==> src/rtl/sdram_resp_pkg.sv <==
// Shared definitions for the SDRAM request responder and the SDRAM address calculator.
package sdram_resp_pkg;

  localparam int unsigned SDRAM_ADDR_W  = 24;
  localparam int unsigned SDRAM_DATA_W  = 32;
  localparam int unsigned SDRAM_TIMEOUT = 255;

  typedef enum logic [1:0] {
    IDLE    = 2'd0,
    RD_REQ  = 2'd1,
    RD_WAIT = 2'd2,
    WR_REQ  = 2'd3
  } resp_state_t;

endpackage

==> src/rtl/sdram_responder_timeout_counter.sv <==
// Saturating cycle counter that flags when an outstanding transaction has run too long.
module timeout_counter #(
  parameter int unsigned TIMEOUT = 255
) (
  input  logic clk,
  input  logic n_rst,
  input  logic clear,
  input  logic enable,
  output logic expired
);

  localparam int unsigned CNT_W = $clog2(TIMEOUT + 1);

  logic [CNT_W-1:0] count;

  always_ff @(posedge clk or negedge n_rst) begin
    if (!n_rst) begin
      count <= '0;
    end else if (clear) begin
      count <= '0;
    end else if (enable && (count != CNT_W'(TIMEOUT))) begin
      count <= count + 1'b1;
    end
  end

  // Asserted on the TIMEOUT-th busy edge, so the abort edge lands TIMEOUT cycles after entry.
  assign expired = (count >= CNT_W'(TIMEOUT - 1));

endmodule

==> src/rtl/sdram_responder.sv <==
// Control-unit facing responder: turns read/write pulses into one Avalon-MM transaction
// with registered completion pulses, sticky error flags and a timeout abort.
module sdram_responder
  import sdram_resp_pkg::*;
#(
  parameter int unsigned ADDR_W  = SDRAM_ADDR_W,
  parameter int unsigned DATA_W  = SDRAM_DATA_W,
  parameter int unsigned TIMEOUT = SDRAM_TIMEOUT
) (
  input  logic              clk,
  input  logic              n_rst,
  input  logic              read_en,
  input  logic              write_en,
  input  logic [ADDR_W-1:0] address,
  input  logic [DATA_W-1:0] write_data,
  output logic              dataRead,
  output logic [DATA_W-1:0] read_data,
  output logic              write_done,
  output logic              busy,
  output logic              protocol_err,
  output logic              timeout_err,
  output logic [ADDR_W-1:0] avm_address,
  output logic              avm_read,
  output logic              avm_write,
  output logic [DATA_W-1:0] avm_writedata,
  input  logic              avm_waitrequest,
  input  logic [DATA_W-1:0] avm_readdata,
  input  logic              avm_readdatavalid
);

  resp_state_t       state_q, state_d;
  logic [ADDR_W-1:0] addr_d;
  logic [DATA_W-1:0] wdata_d, rdata_d;
  logic              rd_d, wr_d, data_read_d, write_done_d;
  logic              perr_d, terr_d;
  logic              cnt_clear, expired;

  timeout_counter #(
    .TIMEOUT(TIMEOUT)
  ) u_timeout (
    .clk    (clk),
    .n_rst  (n_rst),
    .clear  (cnt_clear),
    .enable (state_q != IDLE),
    .expired(expired)
  );

  always_ff @(posedge clk or negedge n_rst) begin
    if (!n_rst) begin
      state_q       <= IDLE;
      busy          <= 1'b0;
      avm_address   <= '0;
      avm_read      <= 1'b0;
      avm_write     <= 1'b0;
      avm_writedata <= '0;
      read_data     <= '0;
      dataRead      <= 1'b0;
      write_done    <= 1'b0;
      protocol_err  <= 1'b0;
      timeout_err   <= 1'b0;
    end else begin
      state_q       <= state_d;
      busy          <= (state_d != IDLE);
      avm_address   <= addr_d;
      avm_read      <= rd_d;
      avm_write     <= wr_d;
      avm_writedata <= wdata_d;
      read_data     <= rdata_d;
      dataRead      <= data_read_d;
      write_done    <= write_done_d;
      protocol_err  <= perr_d;
      timeout_err   <= terr_d;
    end
  end

  always_comb begin
    state_d      = state_q;
    addr_d       = avm_address;
    rd_d         = avm_read;
    wr_d         = avm_write;
    wdata_d      = avm_writedata;
    rdata_d      = read_data;
    data_read_d  = 1'b0;
    write_done_d = 1'b0;
    perr_d       = protocol_err;
    terr_d       = timeout_err;
    cnt_clear    = 1'b0;

    if ((state_q != IDLE) && (read_en || write_en)) begin
      perr_d = 1'b1;
    end

    unique case (state_q)
      IDLE: begin
        if (read_en) begin
          addr_d    = address;
          rd_d      = 1'b1;
          cnt_clear = 1'b1;
          state_d   = RD_REQ;
          if (write_en) begin
            perr_d = 1'b1;
          end
        end else if (write_en) begin
          addr_d    = address;
          wdata_d   = write_data;
          wr_d      = 1'b1;
          cnt_clear = 1'b1;
          state_d   = WR_REQ;
        end
      end

      RD_REQ: begin
        // Data arriving on the acceptance edge completes the read without visiting RD_WAIT.
        if (!avm_waitrequest && avm_readdatavalid) begin
          rd_d        = 1'b0;
          rdata_d     = avm_readdata;
          data_read_d = 1'b1;
          state_d     = IDLE;
        end else if (expired) begin
          rd_d        = 1'b0;
          rdata_d     = '0;
          data_read_d = 1'b1;
          terr_d      = 1'b1;
          state_d     = IDLE;
        end else if (!avm_waitrequest) begin
          rd_d    = 1'b0;
          state_d = RD_WAIT;
        end
      end

      RD_WAIT: begin
        if (avm_readdatavalid) begin
          rdata_d     = avm_readdata;
          data_read_d = 1'b1;
          state_d     = IDLE;
        end else if (expired) begin
          rdata_d     = '0;
          data_read_d = 1'b1;
          terr_d      = 1'b1;
          state_d     = IDLE;
        end
      end

      WR_REQ: begin
        if (!avm_waitrequest) begin
          wr_d         = 1'b0;
          write_done_d = 1'b1;
          state_d      = IDLE;
        end else if (expired) begin
          wr_d         = 1'b0;
          write_done_d = 1'b1;
          terr_d       = 1'b1;
          state_d      = IDLE;
        end
      end

      default: state_d = IDLE;
    endcase
  end

endmodule

==> config.mk <==
export PLATFORM = sky130hd
export DESIGN_NAME = sdram_responder
export DESIGN_NICKNAME = d
export VERILOG_FILES = /design/src/rtl/sdram_resp_pkg.sv /design/src/rtl/sdram_responder_timeout_counter.sv /design/src/rtl/sdram_responder.sv
export SDC_FILE = /design/constraint.sdc
export NUM_CORES = 1
export LEC_CHECK = 0
export CORE_ASPECT_RATIO = 0.9
export CORE_MARGIN = 2
export CORE_UTILIZATION = 30
export DETAILED_ROUTE_END_ITERATION = 7
export DONT_BUFFER_PORTS = 1
export PLACE_DENSITY = 0.5
export SETUP_SLACK_MARGIN = 0.05
export SLEW_MARGIN = 20
export SYNTH_ARGS = -nofsm -noshare
export SYNTH_HDL_FRONTEND = slang
export SYNTH_HIERARCHICAL = 1
export SYNTH_SLANG_ARGS = --single-unit
==> constraint.sdc <==
create_clock -name clk -period 5.2 [get_ports clk]
set_clock_uncertainty 0.15 [all_clocks]
set_input_delay 1.3 -clock clk [delete_from_list [all_inputs] [get_ports clk]]
set_output_delay 1.3 -clock clk [all_outputs]
set_load 0.03 [all_outputs]
* After elaboration in Yosys (flattened, before gate mapping)
Index checks and enable logic that the tools add are counted.
Storage, ports and cells: input bits 94, logic and storage cells 91, output and inout bits 95, bits in registers 105
Cells by class: mux-type cells 45, equality and inequality tests 12, order comparisons 1, add/sub/neg operators 1, reduce and logical (&&, ||, !) cells 19, bitwise logic cells 1
Operator list (number):
- $mux 32 | 3
- $pmux 32 s2 | 1
- $mux 24 | 2
- $mux 1 | 24
- $mux 2 | 8
- $mux 8 | 2
- $reduce_bool 2->1 | 7
- $ne 2x2->1 const B | 6
- $add 8x1->8 const B | 1
- $ge 8x8->1 const B | 1
- $ne 8x8->1 const B | 1
- $pmux 2 s4 | 1
- $reduce_and 4->1 | 2
- $pmux 1 s2 | 3
- $reduce_and 3->1 | 2
- $eq 2x2->1 const B | 2
- $ne 4x4->1 const B | 1
- $logic_and 1x1->1 | 3
- $ne 3x3->1 const B | 1
- $pmux 1 s3 | 1
- $reduce_bool 3->1 | 1
- $eq 2x1->1 const B | 1
- $logic_not 2->1 | 1
- $reduce_and 2->1 | 1
- other kinds (3) | 3

* Depth between registers and ports, before layout
word-level depth 6, depth in mapped cells 8, gate-level depth less buffers 8

* By module
The synthesis kept the hierarchy.
By module, submodules not included:
- sdram_responder | cells each 245, seq. area each 2427.3 µm², area an instance 3772.4 µm², instances 1
- timeout_counter | cells each 52, seq. area each 200.2 µm², area an instance 493.0 µm², instances 1

* Worst setup path before layout
OpenSTA, ideal clock, no wires.
path type input to register, start point input read_en, end point register u_timeout.count[4], data required time 4.968 ns, arrival 2.301 ns, path slack 2.667 ns, buffers on the path 2, setup time 0.082 ns, cell stages on the path 6, path through o21ai_2 > buf_2 > inv_1 > buf_1 > o21bai_1 > a31oi_1
Between the ends: word-level cells in the longest chain between the ends 3, elaborated cells between the ends (all ways) 4, those cells by class mux (3); reduce/logical (1)
RTL lines:
- from (decl) | line sdram_responder.sv:12 | input logic read_en,
- $mux 1 * | line sdram_responder.sv:95 | if (read_en) begin
- $mux 1 * | line sdram_responder.sv:93 | unique case (state_q)
- net cnt_clear | line sdram_responder.sv:36 | logic cnt_clear, expired;
- $mux 8 / $reduce_bool 2->1 (equally long branches)
- to (signal assigned) | line sdram_responder_timeout_counter.sv:22 | count <= count + 1'b1;
- to (decl) | line sdram_responder_timeout_counter.sv:14 | logic [CNT_W-1:0] count;
The timed path passes the listed nets; every way through them passes the cells marked *. A chain may end at the register's enable or synchronous reset.

* Final worst setup path
start point register avm_read, end point output avm_read
RTL lines:
- from (decl) | line sdram_responder.sv:23 | output logic avm_read,
- from (signal assigned) | line sdram_responder.sv:65 | avm_read <= rd_d;
No word-level cell between the ends.

==> results by group <==
Run status
  • Outcome: complete, no violations

Floorplanning
  • Die W: 129.7 µm
  • Starting Density: 30.57%
  • I/O pin cnt: 189
  • Die ar.: 0.01519 mm²
  • Die Ht: 117.1 µm
  • Core region area: 0.01395 mm²
  • FP Rows: 41

Clock network
  • Root Buffer: clkbuf_16
  • Clock-pin slew on the worst setup and hold paths: 0.07 ns
  • CTS tree: yes
  • CTS sink count: 105
  • Cts hold-fix bufs: 0
  • PostCTS Resize Cnt: 0
  • Post-CTS Setup Bufs: 0
  • Clock insertion delay at the later pin of the skew report: 0.35 ns
  • Cts bufs inserted: 9
  • Clock buffer depth: 2
  • Clock H-tree levels: 3

Place
  • RePlAce Congestion: 0.8495
  • Detailed Place HPWL: 5888 µm
  • Placed Cells incl. Taps: 477
  • IO Port Bufs: 0
  • DP Area: 0.004402 mm²

Yosys
  • Ys flop type: dfrtp_1
  • Seq/Total Area, Yosys: 61.60%
  • Avg Inst Size Synth: 14.36 µm²
  • Yosys reg bits: 105
  • Cell Area, Synth: 0.004265 mm²
  • Yosys cell types: 46
  • EDFF count, synth: 0
  • Ys Warns: 6
  • Syn nets: 398
  • Post-synth ARST share: 100.0%
  • Cells after synthesis: 297

Layout
  • Fin nets: 396
  • Fin area: 0.004692 mm²
  • Ant diodes: 0
  • Layout area overhead: 10.00%
  • Share of post-route cells with drive strength above 1: 27.00%
  • # fillers: 1380
  • Final core occ: 33.63%
  • Finished Layout Cells: 493

Run
  • Max-Cap Viols: 0

GRT
  • Vias in the first global route: 2365
  • Pin count of the biggest net entering global routing: 106
  • Gr ovfl total: 0
  • Initial antenna violation count: 0
  • First-pass GRT wire length: 12390 µm
  • Global Route Usage Sum: 10.77%

Detailed routing
  • 1st-pass router iterations: 4
  • Routed Antenna Nets: 0
  • Initial DRC count: 122
  • Via density: 4.911
  • Vias: 2421
  • DRT Wirelength: 8578 µm
  • Residual DRC count: 0
  • DR WL/cell: 17.40 µm

Timing
  • Final setup viols: 0
  • Relative slew slack: 43.44%
  • Slew @ Worst Pin: 0.8451 ns
  • Fmax: 422.1 MHz
  • RSZ-0062 raised after global routing: no
  • Min Tclk post-route: 2.369 ns
  • Fin Setup TNS: 0 ns
  • Min Hold Slack: 0.4291 ns
  • Crit share post-route: 45.56%
  • Max Slew Vio Count: 0
  • Final count of hold timing violations: 0

Critical path
  • CP arrival: 0.92 ns
  • CP Capture Type: primary output
  • Critical Path Fanout Max: 2
  • CP Class: reg -> out
  • Startpoint Class: flop
  • WP data required: 3.75 ns

Power and ir drop
  • PwrDens: 748.8 mW/mm²
  • Pleak: 2.029 nW
  • Peak VDD IR: 329.1 µV

Worst hold path
  • Worst min path class: reg -> reg
[sequential cells by signal (all words and copies together) (netlist names)]
register         count
avm_writedata       32
read_data           32
avm_address         24
u_timeout/count      8
state_q              2
avm_read             1
avm_write            1
busy                 1
dataRead             1
protocol_err         1
timeout_err          1
write_done           1
[metal layers]
metal | track usage, % | wire length [µm]
met4 | 4.875 | 153
met3 | 6.273 | 1033
met5 | 0 | 0
met1 | 12.10 | 3359
met2 | 16.65 | 4031
[through the flow]
step | power (W) | worst slack, ns
5_1_grt | 0.003717 | 2.766
4_1_cts | 0.003563 | 2.780
3_3_place_gp | 0.002863 | 2.551
2_1_floorplan | 0.002736 | 2.667
3_5_place_dp | 0.002892 | 2.494
6_report | 0.003513 | 2.831
[placed cells by master (no fill, tap or decap), types with 5 or more instances in the layout]
master and instances:
ha_1 7, dfrtp_1 105, a211oi_1 5, mux2_2 50
a21oi_1 10, mux2_1 6, inv_1 12, nor3_1 6
a22o_1 30, nand2_1 5, clkbuf_16 9
[cell type report]
| type | instances | area, µm² | share of cell area (%) |
|---|---|---|---|
| well taps | 193 | 241.5 | 5.147 |
| repair buffers | 2 | 15.01 | 0.3200 |
| multi-input cells | 164 | 1469 | 31.31 |
| flip-flops and latches | 105 | 2628 | 56.00 |
| clock inverters | 5 | 37.54 | 0.8000 |
| inverters | 13 | 48.80 | 1.040 |
| clock buffers | 11 | 252.7 | 5.387 |
[synth_stat cells (3+ instances only)]
| cell type | number | share of area (%) |
|---|---|---|
| nand3_1 | 4 | 0.47 |
| o21ai_0 | 4 | 0.47 |
| mux2_1 | 6 | 1.6 |
| a211oi_1 | 5 | 0.88 |
| mux2_2 | 50 | 13 |
| buf_4 | 6 | 1.1 |
| nand2_1 | 5 | 0.44 |
| a21oi_1 | 10 | 1.2 |
| inv_1 | 12 | 1.1 |
| buf_2 | 3 | 0.35 |
| ha_1 | 7 | 2.1 |
| nor3_1 | 6 | 0.70 |
| or2_2 | 3 | 0.44 |
| buf_6 | 5 | 1.3 |
| nor2_1 | 4 | 0.35 |
| a22o_1 | 30 | 6.2 |
| dfrtp_1 | 105 | 62 |
[report_power, final]
part | internal, W | switching [W] | total [W]
Combinational | 0.000405 | 0.000304 | 0.000709
Sequential | 0.00118 | 0.000975 | 0.00215
Clock | 0.000353 | 0.000296 | 0.000650
Total | 0.00194 | 0.00158 | 0.00351
[final timing paths]
check                      depth (start not counted)            endpoint                from  slack [ns]
setup reg to reg                                   8                busy  u_timeout/count[0]        2.92
setup / recovery                                   0            avm_read            avm_read        2.83
max in group asynchronous                          0     avm_address[18]               n_rst        4.28
hold reg to reg                                    1  u_timeout/count[4]  u_timeout/count[4]        0.43
hold / removal                                     1  u_timeout/count[4]  u_timeout/count[4]        0.43
min in group asynchronous                          0        read_data[6]               n_rst        0.50
[cells by family after synthesis]
family,Yosys count,share of synthesized area (%)
and+or+nand+nor,32,4.312
buffers and inverters,28,3.960
adders and majority gates,8,2.288
DFF,105,61.60
muxes,58,15.37
AOI/OAI and AO/OA,66,12.47
Power figures use the tool's default switching activity.
